$ cat src/rtl/vga_capture_if.sv
// Pin and result bundle between a VGA source and the capture block.
// master drives the sync/colour pins and watches the results; slave is the capture side.
interface vga_capture_if;
  logic        h_sync;
  logic        v_sync;
  logic [3:0]  rgb_r;
  logic [3:0]  rgb_g;
  logic [3:0]  rgb_b;
  logic        pix_valid;
  logic [11:0] pix_x;
  logic [11:0] pix_y;
  logic [11:0] pix_rgb;
  logic        frame_start;
  logic        locked;
  logic        err_h;
  logic        err_v;
  logic [7:0]  err_cnt;

  modport master (
    output h_sync, v_sync, rgb_r, rgb_g, rgb_b,
    input  pix_valid, pix_x, pix_y, pix_rgb, frame_start, locked, err_h, err_v, err_cnt
  );

  modport slave (
    input  h_sync, v_sync, rgb_r, rgb_g, rgb_b,
    output pix_valid, pix_x, pix_y, pix_rgb, frame_start, locked, err_h, err_v, err_cnt
  );
endinterface

$ cat src/rtl/vga_capture.sv
// VGA receiver: recovers pixel coordinates from sync pins, checks line/frame lengths
// against nominal timing and reports lock. Two cycles from pin to registered output.
module vga_capture #(
  parameter int H_SYNC  = 96,
  parameter int H_BLACK = 48,
  parameter int H_ACT   = 640,
  parameter int H_TOTAL = 800,
  parameter int V_SYNC  = 2,
  parameter int V_BLACK = 33,
  parameter int V_ACT   = 480,
  parameter int V_TOTAL = 525
) (
  input  logic         vga_clk,
  input  logic         rst,
  vga_capture_if.slave bus,
  output logic [1:0]   lock_state_dbg
);

  localparam logic [11:0] CNT_MAX = 12'hFFF;
  localparam logic [11:0] H_LAST  = 12'(H_TOTAL - 1);
  localparam logic [11:0] V_LAST  = 12'(V_TOTAL - 1);
  localparam logic [11:0] H_LO    = 12'(H_SYNC + H_BLACK);
  localparam logic [11:0] H_HI    = 12'(H_SYNC + H_BLACK + H_ACT - 1);
  localparam logic [11:0] V_LO    = 12'(V_SYNC + V_BLACK);
  localparam logic [11:0] V_HI    = 12'(V_SYNC + V_BLACK + V_ACT - 1);
  localparam logic [11:0] X_OFS   = 12'(H_SYNC + H_BLACK - 1);
  localparam logic [11:0] Y_OFS   = 12'(V_SYNC + V_BLACK - 1);

  typedef enum logic [1:0] {
    HUNT   = 2'd0,
    CHECK  = 2'd1,
    LOCKED = 2'd2
  } lock_state_e;

  logic        h1_q, hp_q, v1_q, vs_q;
  logic [11:0] rgb1_q;
  logic [11:0] hcnt_q, hcnt_d;
  logic [11:0] vline_q, vline_d;
  logic        vs_d;
  logic        h_seen_q, h_seen_d, v_seen_q, v_seen_d;
  logic        frame_bad_q, frame_bad_d;
  lock_state_e state_q, state_d;
  logic        ls, fs, active;
  logic        err_h_q, err_h_d, err_v_q, err_v_d;
  logic        frame_start_q, frame_start_d;
  logic        locked_q, locked_d;
  logic        pix_valid_q, pix_valid_d;
  logic [11:0] pix_x_q, pix_x_d, pix_y_q, pix_y_d, pix_rgb_q, pix_rgb_d;
  logic [7:0]  err_cnt_q, err_cnt_d;
  logic [8:0]  err_sum;

  // hcnt_d / vline_d are the coordinates of the sample currently held in stage 1.
  always_comb begin
    ls   = hp_q & ~h1_q;
    fs   = ls & vs_q & ~v1_q;
    vs_d = ls ? v1_q : vs_q;

    if (ls)                    hcnt_d = '0;
    else if (hcnt_q == CNT_MAX) hcnt_d = hcnt_q;
    else                       hcnt_d = hcnt_q + 12'd1;

    if (fs)                               vline_d = '0;
    else if (ls && (vline_q != CNT_MAX))  vline_d = vline_q + 12'd1;
    else                                  vline_d = vline_q;

    // Timeout fires only on the step into saturation, so it cannot repeat.
    err_h_d  = (ls & h_seen_q & (hcnt_q != H_LAST)) |
               (~ls & (hcnt_q == (CNT_MAX - 12'd1)));
    err_v_d  = fs & v_seen_q & (vline_q != V_LAST);
    h_seen_d = h_seen_q | ls;
    v_seen_d = v_seen_q | fs;
    frame_start_d = fs;
  end

  // An error coinciding with a frame start always blocks the promotion to LOCKED.
  always_comb begin
    state_d     = state_q;
    frame_bad_d = frame_bad_q;
    case (state_q)
      HUNT: begin
        if (fs) begin
          state_d     = CHECK;
          frame_bad_d = 1'b0;
        end
      end
      CHECK: begin
        if (fs) begin
          if (!frame_bad_q && !err_h_d && !err_v_d) state_d = LOCKED;
          frame_bad_d = 1'b0;
        end else if (err_h_d) begin
          frame_bad_d = 1'b1;
        end
      end
      LOCKED: begin
        if (err_h_d || err_v_d) state_d = HUNT;
      end
      default: state_d = HUNT;
    endcase
    locked_d = (state_d == LOCKED);
  end

  always_comb begin
    active      = (hcnt_d >= H_LO) && (hcnt_d <= H_HI) &&
                  (vline_d >= V_LO) && (vline_d <= V_HI);
    pix_valid_d = locked_d & active;
    pix_x_d     = pix_valid_d ? (hcnt_d - X_OFS) : 12'd0;
    pix_y_d     = pix_valid_d ? (vline_d - Y_OFS) : 12'd0;
    pix_rgb_d   = pix_valid_d ? rgb1_q : 12'd0;

    err_sum   = {1'b0, err_cnt_q} + {8'd0, err_h_q} + {8'd0, err_v_q};
    err_cnt_d = (err_sum > 9'd255) ? 8'hFF : err_sum[7:0];
  end

  always_ff @(posedge vga_clk) begin
    if (rst) begin
      h1_q          <= 1'b0;
      hp_q          <= 1'b0;
      v1_q          <= 1'b0;
      vs_q          <= 1'b0;
      rgb1_q        <= '0;
      hcnt_q        <= '0;
      vline_q       <= '0;
      h_seen_q      <= 1'b0;
      v_seen_q      <= 1'b0;
      frame_bad_q   <= 1'b0;
      state_q       <= HUNT;
      err_h_q       <= 1'b0;
      err_v_q       <= 1'b0;
      frame_start_q <= 1'b0;
      locked_q      <= 1'b0;
      pix_valid_q   <= 1'b0;
      pix_x_q       <= '0;
      pix_y_q       <= '0;
      pix_rgb_q     <= '0;
      err_cnt_q     <= '0;
    end else begin
      h1_q          <= bus.h_sync;
      hp_q          <= h1_q;
      v1_q          <= bus.v_sync;
      vs_q          <= vs_d;
      rgb1_q        <= {bus.rgb_r, bus.rgb_g, bus.rgb_b};
      hcnt_q        <= hcnt_d;
      vline_q       <= vline_d;
      h_seen_q      <= h_seen_d;
      v_seen_q      <= v_seen_d;
      frame_bad_q   <= frame_bad_d;
      state_q       <= state_d;
      err_h_q       <= err_h_d;
      err_v_q       <= err_v_d;
      frame_start_q <= frame_start_d;
      locked_q      <= locked_d;
      pix_valid_q   <= pix_valid_d;
      pix_x_q       <= pix_x_d;
      pix_y_q       <= pix_y_d;
      pix_rgb_q     <= pix_rgb_d;
      err_cnt_q     <= err_cnt_d;
    end
  end

  assign bus.pix_valid   = pix_valid_q;
  assign bus.pix_x       = pix_x_q;
  assign bus.pix_y       = pix_y_q;
  assign bus.pix_rgb     = pix_rgb_q;
  assign bus.frame_start = frame_start_q;
  assign bus.locked      = locked_q;
  assign bus.err_h       = err_h_q;
  assign bus.err_v       = err_v_q;
  assign bus.err_cnt     = err_cnt_q;
  assign lock_state_dbg  = state_q;

endmodule

$ cat src/flat_wrapper.sv
// flat-port wrapper written by rule: the top's interface ports become plain ports
module vga_capture_flat 
#(
  parameter int H_SYNC  = 96,
  parameter int H_BLACK = 48,
  parameter int H_ACT   = 640,
  parameter int H_TOTAL = 800,
  parameter int V_SYNC  = 2,
  parameter int V_BLACK = 33,
  parameter int V_ACT   = 480,
  parameter int V_TOTAL = 525
)
  (vga_clk, rst, lock_state_dbg, bus_h_sync, bus_v_sync, bus_rgb_r, bus_rgb_g, bus_rgb_b, bus_pix_valid, bus_pix_x, bus_pix_y, bus_pix_rgb, bus_frame_start, bus_locked, bus_err_h, bus_err_v, bus_err_cnt);
  vga_capture_if bus_i ();
  input  logic vga_clk;
  input  logic rst;
  output logic [1:0] lock_state_dbg;
  input wire logic [$bits(bus_i.h_sync)-1:0] bus_h_sync;
  input wire logic [$bits(bus_i.v_sync)-1:0] bus_v_sync;
  input wire logic [$bits(bus_i.rgb_r)-1:0] bus_rgb_r;
  input wire logic [$bits(bus_i.rgb_g)-1:0] bus_rgb_g;
  input wire logic [$bits(bus_i.rgb_b)-1:0] bus_rgb_b;
  output wire logic [$bits(bus_i.pix_valid)-1:0] bus_pix_valid;
  output wire logic [$bits(bus_i.pix_x)-1:0] bus_pix_x;
  output wire logic [$bits(bus_i.pix_y)-1:0] bus_pix_y;
  output wire logic [$bits(bus_i.pix_rgb)-1:0] bus_pix_rgb;
  output wire logic [$bits(bus_i.frame_start)-1:0] bus_frame_start;
  output wire logic [$bits(bus_i.locked)-1:0] bus_locked;
  output wire logic [$bits(bus_i.err_h)-1:0] bus_err_h;
  output wire logic [$bits(bus_i.err_v)-1:0] bus_err_v;
  output wire logic [$bits(bus_i.err_cnt)-1:0] bus_err_cnt;
  assign bus_i.h_sync = bus_h_sync;
  assign bus_i.v_sync = bus_v_sync;
  assign bus_i.rgb_r = bus_rgb_r;
  assign bus_i.rgb_g = bus_rgb_g;
  assign bus_i.rgb_b = bus_rgb_b;
  assign bus_pix_valid = bus_i.pix_valid;
  assign bus_pix_x = bus_i.pix_x;
  assign bus_pix_y = bus_i.pix_y;
  assign bus_pix_rgb = bus_i.pix_rgb;
  assign bus_frame_start = bus_i.frame_start;
  assign bus_locked = bus_i.locked;
  assign bus_err_h = bus_i.err_h;
  assign bus_err_v = bus_i.err_v;
  assign bus_err_cnt = bus_i.err_cnt;
  vga_capture #(.H_SYNC(H_SYNC), .H_BLACK(H_BLACK), .H_ACT(H_ACT), .H_TOTAL(H_TOTAL), .V_SYNC(V_SYNC), .V_BLACK(V_BLACK), .V_ACT(V_ACT), .V_TOTAL(V_TOTAL)) u_core (.vga_clk(vga_clk), .rst(rst), .bus(bus_i), .lock_state_dbg(lock_state_dbg));
endmodule
$ cat config.mk
export PLATFORM = sky130hd
export DESIGN_NAME = vga_capture_flat
export DESIGN_NICKNAME = d
export VERILOG_FILES = /design/src/rtl/vga_capture_if.sv /design/src/rtl/vga_capture.sv /design/src/flat_wrapper.sv
export SDC_FILE = /design/constraint.sdc
export NUM_CORES = 1
export LEC_CHECK = 0
export ABC_AREA = 1
export ABC_CLOCK_PERIOD_IN_PS = 3800
export CORE_MARGIN = 2
export CORE_UTILIZATION = 61
export CTS_BUF_LIST = sky130_fd_sc_hd__clkbuf_8
export CTS_CLUSTER_SIZE = 24
export DETAILED_ROUTE_END_ITERATION = 10
export GPL_TIMING_DRIVEN = 0
export PLACE_DENSITY = 0.88
export SLEW_MARGIN = 40
export SYNTH_ARGS = -nofsm -noshare
export SYNTH_HDL_FRONTEND = slang
export SYNTH_SLANG_ARGS = --single-unit
$ cat constraint.sdc
create_clock -name vga_clk -period 3.8 [get_ports vga_clk]
set_input_delay 0.95 -clock vga_clk [delete_from_list [all_inputs] [get_ports vga_clk]]
set_output_delay 0.95 -clock vga_clk [all_outputs]
set_load 0.02 [all_outputs]
==> out/summary.txt, run 1 <==
P&R area growth vs syn = 21.28%
Primary FF master, synth = dfxtp_1
CP cell instances = ha_1 > inv_1 > nor2_2 > nand3_4 > nand2_4 > buf_8 > nand2_2 > nand3_2 > ha_1 > nand3_1 > nand2_1 > nand2_1 > xor2_1 > nor2_4
Hold Path Class = reg -> reg
cells on worst reg2reg path = 14
Max-Cap Viols = 0
HP Start = u_core.rgb1_q[8]$_SDFF_PP0_
hold worst-path end = u_core.bus.pix_rgb[8]$_SDFF_PP0_
area share of the largest cell type after synthesis = 40.15%
Yosys reg bits = 94
DRT Pass-1 Iters = 5
grt total ovfl = 0
fin crit period = 2703 ps
final slew viol count = 0
Crit Path Max Fanout = 10
CP Launch Type = flip-flop
cell count along the critical path = 14
Die Span Y = 91.66 µm
maximum VDD drop = 0.2252 mV
I/O pin cnt = 67
Post-Syn Area = 4687 µm²
IO buf count = 66
Initial DRC Count = 175
Tot GR Track Use = 25.78%
Final setup violation count = 0
Synth Warn # = 0
Final nets = 732
post-cts resize count = 0
Root Buffer = clkbuf_8
Yosys cell types = 36
detailed placement HPWL = 7604 µm
LEAKAGE = 0.002591 µW
setup bufs post-CTS = 0
hold slack final = 460.7 ps
critical path arrival = 2980 ps
# diodes = 0
final WL = 10,260 µm
number of vias in the routed layout = 4,065
CTS tree = yes
post-route setup TNS = 0 ps
# DRC = 0
dpl cells = 795
Syn Area/Cell = 7.463 µm²
Pwr Density = 324.0 nW/µm²
antenna violations before repair = 0
layout cells sized above 1 = 12.64%
Yosys top cell by area = dfxtp_1
DRT antenna net count = 0
vias in the first global route = 3,916
Reg-to-Reg Start = u_core.vline_q[0]$_SDFF_PP0_
global-route wire length before repair = 17,520 µm
unrepaired setup endpoints after global routing = no
clock skew = 10.11 ps
Fin. Hold Viols = 0
Setup WS pre-CTS = 1173 ps
Longest Clk Path Bufs = 2
Critical-path top delay cell = dfxtp_1
Util after Layout = 77.54%
cts hold-fix bufs = 0
Worst EP required = 4070 ps
sequential area share after synthesis = 40.15%
commonest non-fill, non-tap cells in the layout = nand2_1 (145), inv_1 (100), dfxtp_1 (94)
reg-to-reg endpoint = u_core.bus.pix_y[9]$_SDFF_PP0_
Die ar. = 8401 µm²
H-tree Lvls = 3
EDFF count, synth = 0
Post-synth ARST share = 0%
WP buf/inv = 2
Worst Setup Slack, final = 1097 ps
fin cells = 811
slew margin rel. = 66.52%
largest cells by area after synthesis = dfxtp_1 (40%), nand2_1 (12%), inv_1 (8.0%), nor2_4 (7.7%), nor2_1 (6.6%)
critical path type = reg -> reg
largest net degree at the start of global routing = 18
Initial Util = 63.94%
critical path capture point type = flip-flop
Max stage delay on crit path = 510 ps
result of the run = completed
drt wl/cell = 12.65 µm
Clock Pin Slew Worst Setup and Hold Paths = 100 ps
global placement routability congestion = 0.8835
Sink Count = 94
drt via density = 5.012
cell count after synthesis = 628
Worst-Skew Late Latency = 370 ps
Slew @ Worst Pin = 502.2 ps
R2R setup slack = 1100 ps
CP top delay family = simple AND/OR/NAND/NOR gates
CTS buffer count = 9
width of the die = 91.66 µm
most common cell after layout, fill and taps aside = nand2_1
Core ar. = 7331 µm²
final period utilization = 71.14%
Max Freq = 369.9 MHz
Cell Rows = 31
Hold Path Stages = 2
-- worst reg2reg max path: stages (launching register included) --
cell     delay [ps]
dfxtp_1         510
ha_1            280
inv_1            90
nor2_2          210
nand3_4         160
nand2_4         110
buf_8           140
nand2_2          60
nand3_2         130
ha_1            210
nand3_1         140
nand2_1         190
nand2_1          90
xor2_1          230
nor2_4           60
-- layout make-up --
| class | instances | area (µm²) |
|---|---|---|
| Fill cell | 539 | 1647 |
| Buffer | 15 | 123.9 |
| Clock buffer | 9 | 123.9 |
| Tap cell | 99 | 123.9 |
| Clock inverter | 7 | 81.33 |
| Multi-Input combinational cell | 416 | 2281 |
| Sequential cell | 94 | 1882 |
| Inverter | 105 | 407.9 |
| Timing Repair Buffer | 66 | 660.6 |
-- power by group --
part,internal [µW],switching [µW],leakage (µW)
Combinational,50.8,84.3,0.00173
Clock,314,382,0.0000997
Sequential,1000,9.29,0.000763
-- flip-flops by register name, summed over array words and instances, names as in the netlist, 2 cells and up --
signal	count
u_core.bus.err_cnt	8
u_core.bus.pix_rgb	12
u_core.bus.pix_x	12
u_core.bus.pix_y	12
u_core.hcnt_q	12
u_core.lock_state_dbg	2
u_core.rgb1_q	12
u_core.vline_q	12
-- kinds of logic after synthesis --
family	share of synthesized area, %
buffers and inverters	11.35
AND/OR/NAND/NOR	39.83
XOR/XNOR	2.429
adder cells (fa/ha/maj)	2.563
AO/OA/AOI/OAI	3.604
flip-flops	40.15
other	0.08001
-- synth_stat cells, types with 5 or more instances --
master / instances
dfxtp_1: 94
a21oi_1: 15
nand4_1: 12
ha_1: 8
nor3_1: 5
nor2_2: 5
nor2_4: 32
nand2_2: 12
o21ai_0: 8
nor2_1: 83
nand3_1: 50
inv_1: 100
xor2_1: 9
nand2_1: 145
-- metrics by stage --
stage | power (µW) | instance area [µm²]
3_5_place_dp | 1166 | 5479
5_1_grt | 1909 | 5684
2_1_floorplan | 1124 | 4695
4_1_cts | 1844 | 5684
6_report | 1841 | 5684
3_3_place_gp | 1161 | 5479
-- how the worst max path moves through the flow --
stage | to | from
5_1_grt | u_core.bus.pix_x[8]$_SDFF_PP0_ | u_core.hcnt_q[0]$_SDFF_PP0_
3_3_place_gp | u_core.bus.pix_x[3]$_SDFF_PP0_ | rst
3_5_place_dp | u_core.bus.pix_x[8]$_SDFF_PP0_ | u_core.hcnt_q[0]$_SDFF_PP0_
4_1_cts | u_core.bus.pix_y[9]$_SDFF_PP0_ | u_core.vline_q[0]$_SDFF_PP0_
6_report | u_core.bus.pix_y[9]$_SDFF_PP0_ | u_core.vline_q[0]$_SDFF_PP0_
2_1_floorplan | u_core.bus.pix_y[9]$_SDFF_PP0_ | u_core.vline_q[0]$_SDFF_PP0_
-- routing by layer --
| metal | part of all wire, % | global-route usage [%] |
|---|---|---|
| met5 | 0 | 0 |
| met4 | 1.7 | 8.460 |
| met3 | 5.2 | 4.930 |
| met2 | 48 | 43.81 |
| met1 | 45 | 32.93 |
(Power assumes the default switching activity.)
==> run 2: changes to the inputs <==
Settings changed: ABC_CLOCK_PERIOD_IN_PS 3800 to 2400, CORE_UTILIZATION 61 to 51, PLACE_DENSITY 0.88 to 0.78.
Clock period 3.8 ns to 2.4 ns, I/O delays scaled along.
==> run 2 against run 1 <==
Effect of this change:
- cell area is 9.4% higher
- clock power is 49% higher
- worst hold slack worse by 3.4 ps
==> out/summary.txt, run 2 (synthesized netlist as in run 1, its figures left out) <==
grt total ovfl = 0
clock share of power = 36.2%
critical path arrival = 2700 ps
DRT antenna net count = 0
sequential power share = 55.3%
result of the run = completed
Initial Util = 53.23%
CTS buffer count = 9
P&R area growth vs syn = 32.62%
P_int = 2091 µW
Worst Setup Slack, final = 27.01 ps
final WL = 11,360 µm
hold slack final = 457.4 ps
Max Freq = 421.4 MHz
commonest non-fill, non-tap cells in the layout = nand2_1 (135), inv_1 (97), dfxtp_1 (83)
Reg-to-Reg Start = u_core.hcnt_q[0]$_SDFF_PP0_
width of the die = 99.87 µm
fin crit period = 2373 ps
I/O pin cnt = 67
HP Start = u_core.rgb1_q[0]$_SDFF_PP0_
met1 WL = 4612 µm
LEAKAGE = 0.002819 µW
Pwr Density = 464.6 nW/µm²
largest net degree at the start of global routing = 20
Die Span Y = 99.87 µm
# diodes = 0
IO buf count = 66
Worst-Skew Late Latency = 380 ps
final slew viol count = 0
Crit Path Max Fanout = 7
antenna violations before repair = 0
CP Launch Type = flip-flop
WL met2 = 5756 µm
Clock Pin Slew Worst Setup and Hold Paths = 100 ps
vias in the first global route = 4,171
clock skew = 11.89 ps
maximum VDD drop = 0.3930 mV
number of vias in the routed layout = 4,349
global placement routability congestion = 0.9086
detailed placement HPWL = 7498 µm
layout cells sized above 1 = 22.06%
critical path type = reg -> reg
Root Buffer = clkbuf_8
DRT Pass-1 Iters = 5
drt via density = 5.081
Worst EP required = 2720 ps
Sw Pwr = 796.7 µW
Die ar. = 9973 µm²
CP Launch Point = u_core.hcnt_q[0]$_SDFF_PP0_
most common cell after layout, fill and taps aside = nand2_1
DR top layer = met4
Final nets = 768
global-route wire length before repair = 17,730 µm
Max-Cap Viols = 0
cts hold-fix bufs = 0
critical path capture point type = flip-flop
Cell Rows = 34
Setup WS pre-CTS = -251.2 ps
Hold Path Class = reg -> reg
Tot GR Track Use = 22.02%
H-tree Lvls = 3
Sink Count = 94
final period utilization = 98.87%
DR WL met3 = 711 µm
CTS tree = yes
switching share of power = 27.59%
Core ar. = 8806 µm²
drt wl/cell = 13.27 µm
Final setup violation count = 0
# DRC = 0
Initial DRC Count = 208
Longest Clk Path Bufs = 2
Fin. Hold Viols = 0
Gate power share = 8.5%
## run 2: changes by cell type in the layout (fill, tap and decap cells not counted), sizes merged
cell      previous run  this run
inv                107       108
clkinvlp             2         1
buf                 12        43
clkbuf              12        17
clkinv               1         2
bufinv               2         1
## run 2: layer usage
| metal | up-vias | global-route usage, % |
|---|---|---|
| li1 | 2143 | - |
| met1 | 2024 | 24.90 |
| met2 | 152 | 39.55 |
| met3 | 30 | 4.666 |
| met4 | 0 | 10.33 |
| met5 | - | 0 |
## run 2: per-stage QoR
step | utilization, % | cell area [µm²] | std cells | TNS, ps | power (µW)
floorplan | - | 4695 | 630 | 0 | 1779
global placement | 62.35 | 5490 | 804 | -3314 | 1839
detailed placement | 62.35 | 5490 | 804 | -5292 | 1848
CTS | 65.23 | 5744 | 823 | 0 | 2888
global route | 70.59 | 6216 | 856 | -2665 | 2998
finish | 70.59 | 6216 | 856 | 0 | 2888
## run 2: worst max-delay path, cell delays in order, from the launching register on
cell	delay (ps)
dfxtp_4	380
buf_4	110
inv_1	70
nor2_1	240
nand3_1	180
nand2_1	130
nand2_1	90
inv_1	110
nand3_1	100
nand2_1	90
nand3_2	100
nor2_4	160
nand3_4	220
clkbuf_16	250
nor2_4	70
## run 2: worst paths after layout
kind	endpoint	slack [ps]	cells after the start
worst max-delay path	u_core.bus.pix_x[7]$_SDFF_PP0_	30	14
worst min-delay path	u_core.bus.pix_rgb[0]$_SDFF_PP0_	460	2
worst max register to register	u_core.bus.pix_x[7]$_SDFF_PP0_	30	14
worst min register to register	u_core.bus.pix_rgb[0]$_SDFF_PP0_	460	2
## run 2: power groups by stage
stage / Clock, µW / Sequential [µW] / Combinational, µW
final: 1040 / 1600 / 245
after floorplan: 0 / 1630 / 144
after global placement: 0 / 1630 / 206
after CTS: 1070 / 1600 / 216
after global routing: 1120 / 1600 / 271
after detailed placement: 0 / 1630 / 213
## run 2: timing repair
item	in CTS	in global routing
endpoints found under the setup margin	34	33
gates resized for setup	12	52
hold endpoints to repair	0	0
setup buffers	3	30
cloned	0	3
pin swaps	3	26
## run 2: cell type report
cell class | count | area [µm²]
well taps | 108 | 135.1
flip-flops and latches | 94 | 1906
plain buffers | 15 | 133.9
clock inverters | 7 | 72.57
clock buffers | 9 | 123.9
inverters | 105 | 410.4
repair buffers | 102 | 1007
multi-input cells | 416 | 2427
fillers | 672 | 2590
==> run 3: changes to the inputs <==
Settings changed: MAX_ROUTING_LAYER set to met4.
==> run 3 against run 2 <==
Effect of this change:
- sequential share of layout area rose by 0.11 points
- final cell count fell by 1.2%
- die area did not move
- critical path depth did not move
- largest power group unchanged
- sequential power barely moved
- utilization fell by 0.38 points
- critical endpoint is now u_core.bus.pix_rgb[0]$_SDFF_PP0_
- fmax rose by 1.5%
- flip-flop and latch count did not move
==> out/summary.txt, run 3 (synthesized netlist as in run 1, its figures left out) <==
Core ar. = 8806 µm²
Setup WS pre-CTS = -303.3 ps
final slew viol count = 0
Pwr Density = 491.3 nW/µm²
Crit Path Max Fanout = 8
number of vias in the routed layout = 4,256
Initial DRC Count = 178
CTS buffer count = 9
H-tree Lvls = 3
cells on worst reg2reg path = 14
final design instance area without fill = 6182 µm²
Multi-input gate area = 2432 µm²
I/O pin cnt = 67
Cell Rows = 34
# DRC = 0
Longest Clk Path Bufs = 2
Final nets = 758
DRT antenna net count = 0
width of the die = 99.87 µm
P&R area growth vs syn = 31.90%
Die Span Y = 99.87 µm
Hold Path Stages = 2
R2R setup slack = 60 ps
vias in the first global route = 3,969
commonest non-fill, non-tap cells in the layout = nand2_1 (136), inv_1 (96), dfxtp_1 (86)
CP Launch Type = flip-flop
CTS tree = yes
drt wl/cell = 12.95 µm
detailed placement HPWL = 7602 µm
unrepaired setup endpoints after global routing = yes
largest net degree at the start of global routing = 18
dpl cell area = 5490 µm²
Sink Count = 94
critical path capture point type = flip-flop
antenna violations before repair = 0
Initial Util = 53.23%
reg-to-reg endpoint = u_core.bus.pix_rgb[0]$_SDFF_PP0_
slew margin rel. = 66.05%
Die ar. = 9973 µm²
Final setup violation count = 0
Fin. Hold Viols = 0
LEAKAGE = 0.002805 µW
Max Freq = 427.6 MHz
fin crit period = 2339 ps
layout cells sized above 1 = 20.73%
fin cells = 846
IO buf count = 66
Tot GR Track Use = 22.26%
result of the run = completed
Storage cell area = 1902 µm²
critical path type = reg -> reg
most common cell after layout, fill and taps aside = nand2_1
DRT Pass-1 Iters = 5
global-route wire length before repair = 17,420 µm
Reg-to-Reg Start = u_core.hcnt_q[0]$_SDFF_PP0_
CP endpoint = u_core.bus.pix_rgb[0]$_SDFF_PP0_
global placement routability congestion = 0.9128
final period utilization = 97.45%
Max-Cap Viols = 0
Worst EP required = 2720 ps
Worst-Skew Late Latency = 370 ps
Util after Layout = 70.20%
Slew @ Worst Pin = 509.3 ps
final WL = 10,950 µm
maximum VDD drop = 0.3508 mV
dpl cells = 804
# diodes = 0
Clock Pin Slew Worst Setup and Hold Paths = 100 ps
Root Buffer = clkbuf_8
grt total ovfl = 0
CP Launch Point = u_core.hcnt_q[0]$_SDFF_PP0_
clock skew = 10.19 ps
Hold Path Class = reg -> reg
critical path arrival = 2660 ps
fillers = 693
drt via density = 5.031
Worst Setup Slack, final = 61.24 ps
run 3: cell count changes in the layout (fill, tap and decap cells not counted), sizes merged:
cell / previous run / this run
buf: 43 / 33
clkinvlp: 1 / 0
bufinv: 1 / 3
inv: 108 / 107
run 3: routing by layer:
| metal | routed length [µm] | GRT usage, % | up-vias | part of all wire [%] |
|---|---|---|---|---|
| met2 | 5355 | 37.58 | 137 | 49 |
| met1 | 4743 | 26.30 | 1961 | 43 |
| met4 | 252 | 9.484 | 0 | 2.3 |
| li1 | - | - | 2131 | - |
| met5 | 0 | - | - | 0 |
| met3 | 602 | 3.760 | 27 | 5.5 |
run 3: critical path, stage by stage, from the launching register on:
cell	delay, ps
dfxtp_4	390
ha_4	140
inv_2	50
nor2_4	240
nand3_2	130
nand2_2	130
nand2_4	70
nor2_4	140
nand2_4	80
nor2_4	110
nand3_2	90
nor2_4	150
nand3_4	230
clkbuf_16	260
nor2_4	70
run 3: repair_timing:
action,CTS,global route
gates cloned,0,3
hold buffers,0,0
pin swaps,4,20
buffers inserted,5,18
gates resized for setup,11,49
endpoints found under the setup margin,34,34
run 3: report_power, final:
group / internal [µW] / switching [µW] / leakage [µW]
sequential: 1580 / 14.9 / 0.000768
combinational: 95.4 / 145 / 0.00192
clock: 605 / 594 / 0.000118
total: 2280 / 754 / 0.00281
run 3: worst min path at each step:
| stage | end | startpoint |
|---|---|---|
| after floorplan | u_core.hp_q$_SDFF_PP0_ | u_core.h1_q$_SDFF_PP0_ |
| after global placement | u_core.hp_q$_SDFF_PP0_ | u_core.h1_q$_SDFF_PP0_ |
| after detailed placement | u_core.hp_q$_SDFF_PP0_ | u_core.h1_q$_SDFF_PP0_ |
| after CTS | u_core.bus.pix_rgb[4]$_SDFF_PP0_ | u_core.rgb1_q[4]$_SDFF_PP0_ |
| after global routing | u_core.bus.pix_rgb[7]$_SDFF_PP0_ | u_core.rgb1_q[7]$_SDFF_PP0_ |
| final | u_core.bus.pix_rgb[2]$_SDFF_PP0_ | u_core.rgb1_q[2]$_SDFF_PP0_ |
run 3: layout make-up:
cell class,count,share of cell area [%]
multi-input cells,416,39.34
flip-flops and latches,94,30.76
repair buffers,92,15.28
inverters,105,6.598
well taps,108,2.186
plain buffers,15,2.125
clock buffers,9,2.004
clock inverters,7,1.700
run 3: metrics by stage:
| step | hold WS [ps] | setup TNS (ps) | total power, µW |
|---|---|---|---|
| global placement | 438.1 | -3989 | 1839 |
| finish | 453.2 | 0 | 3037 |
| global route | 474.3 | -944.9 | 3148 |
| CTS | 453.9 | 0 | 3035 |
| detailed placement | 445.8 | -5282 | 1847 |
| floorplan | 427.0 | 0 | 1779 |
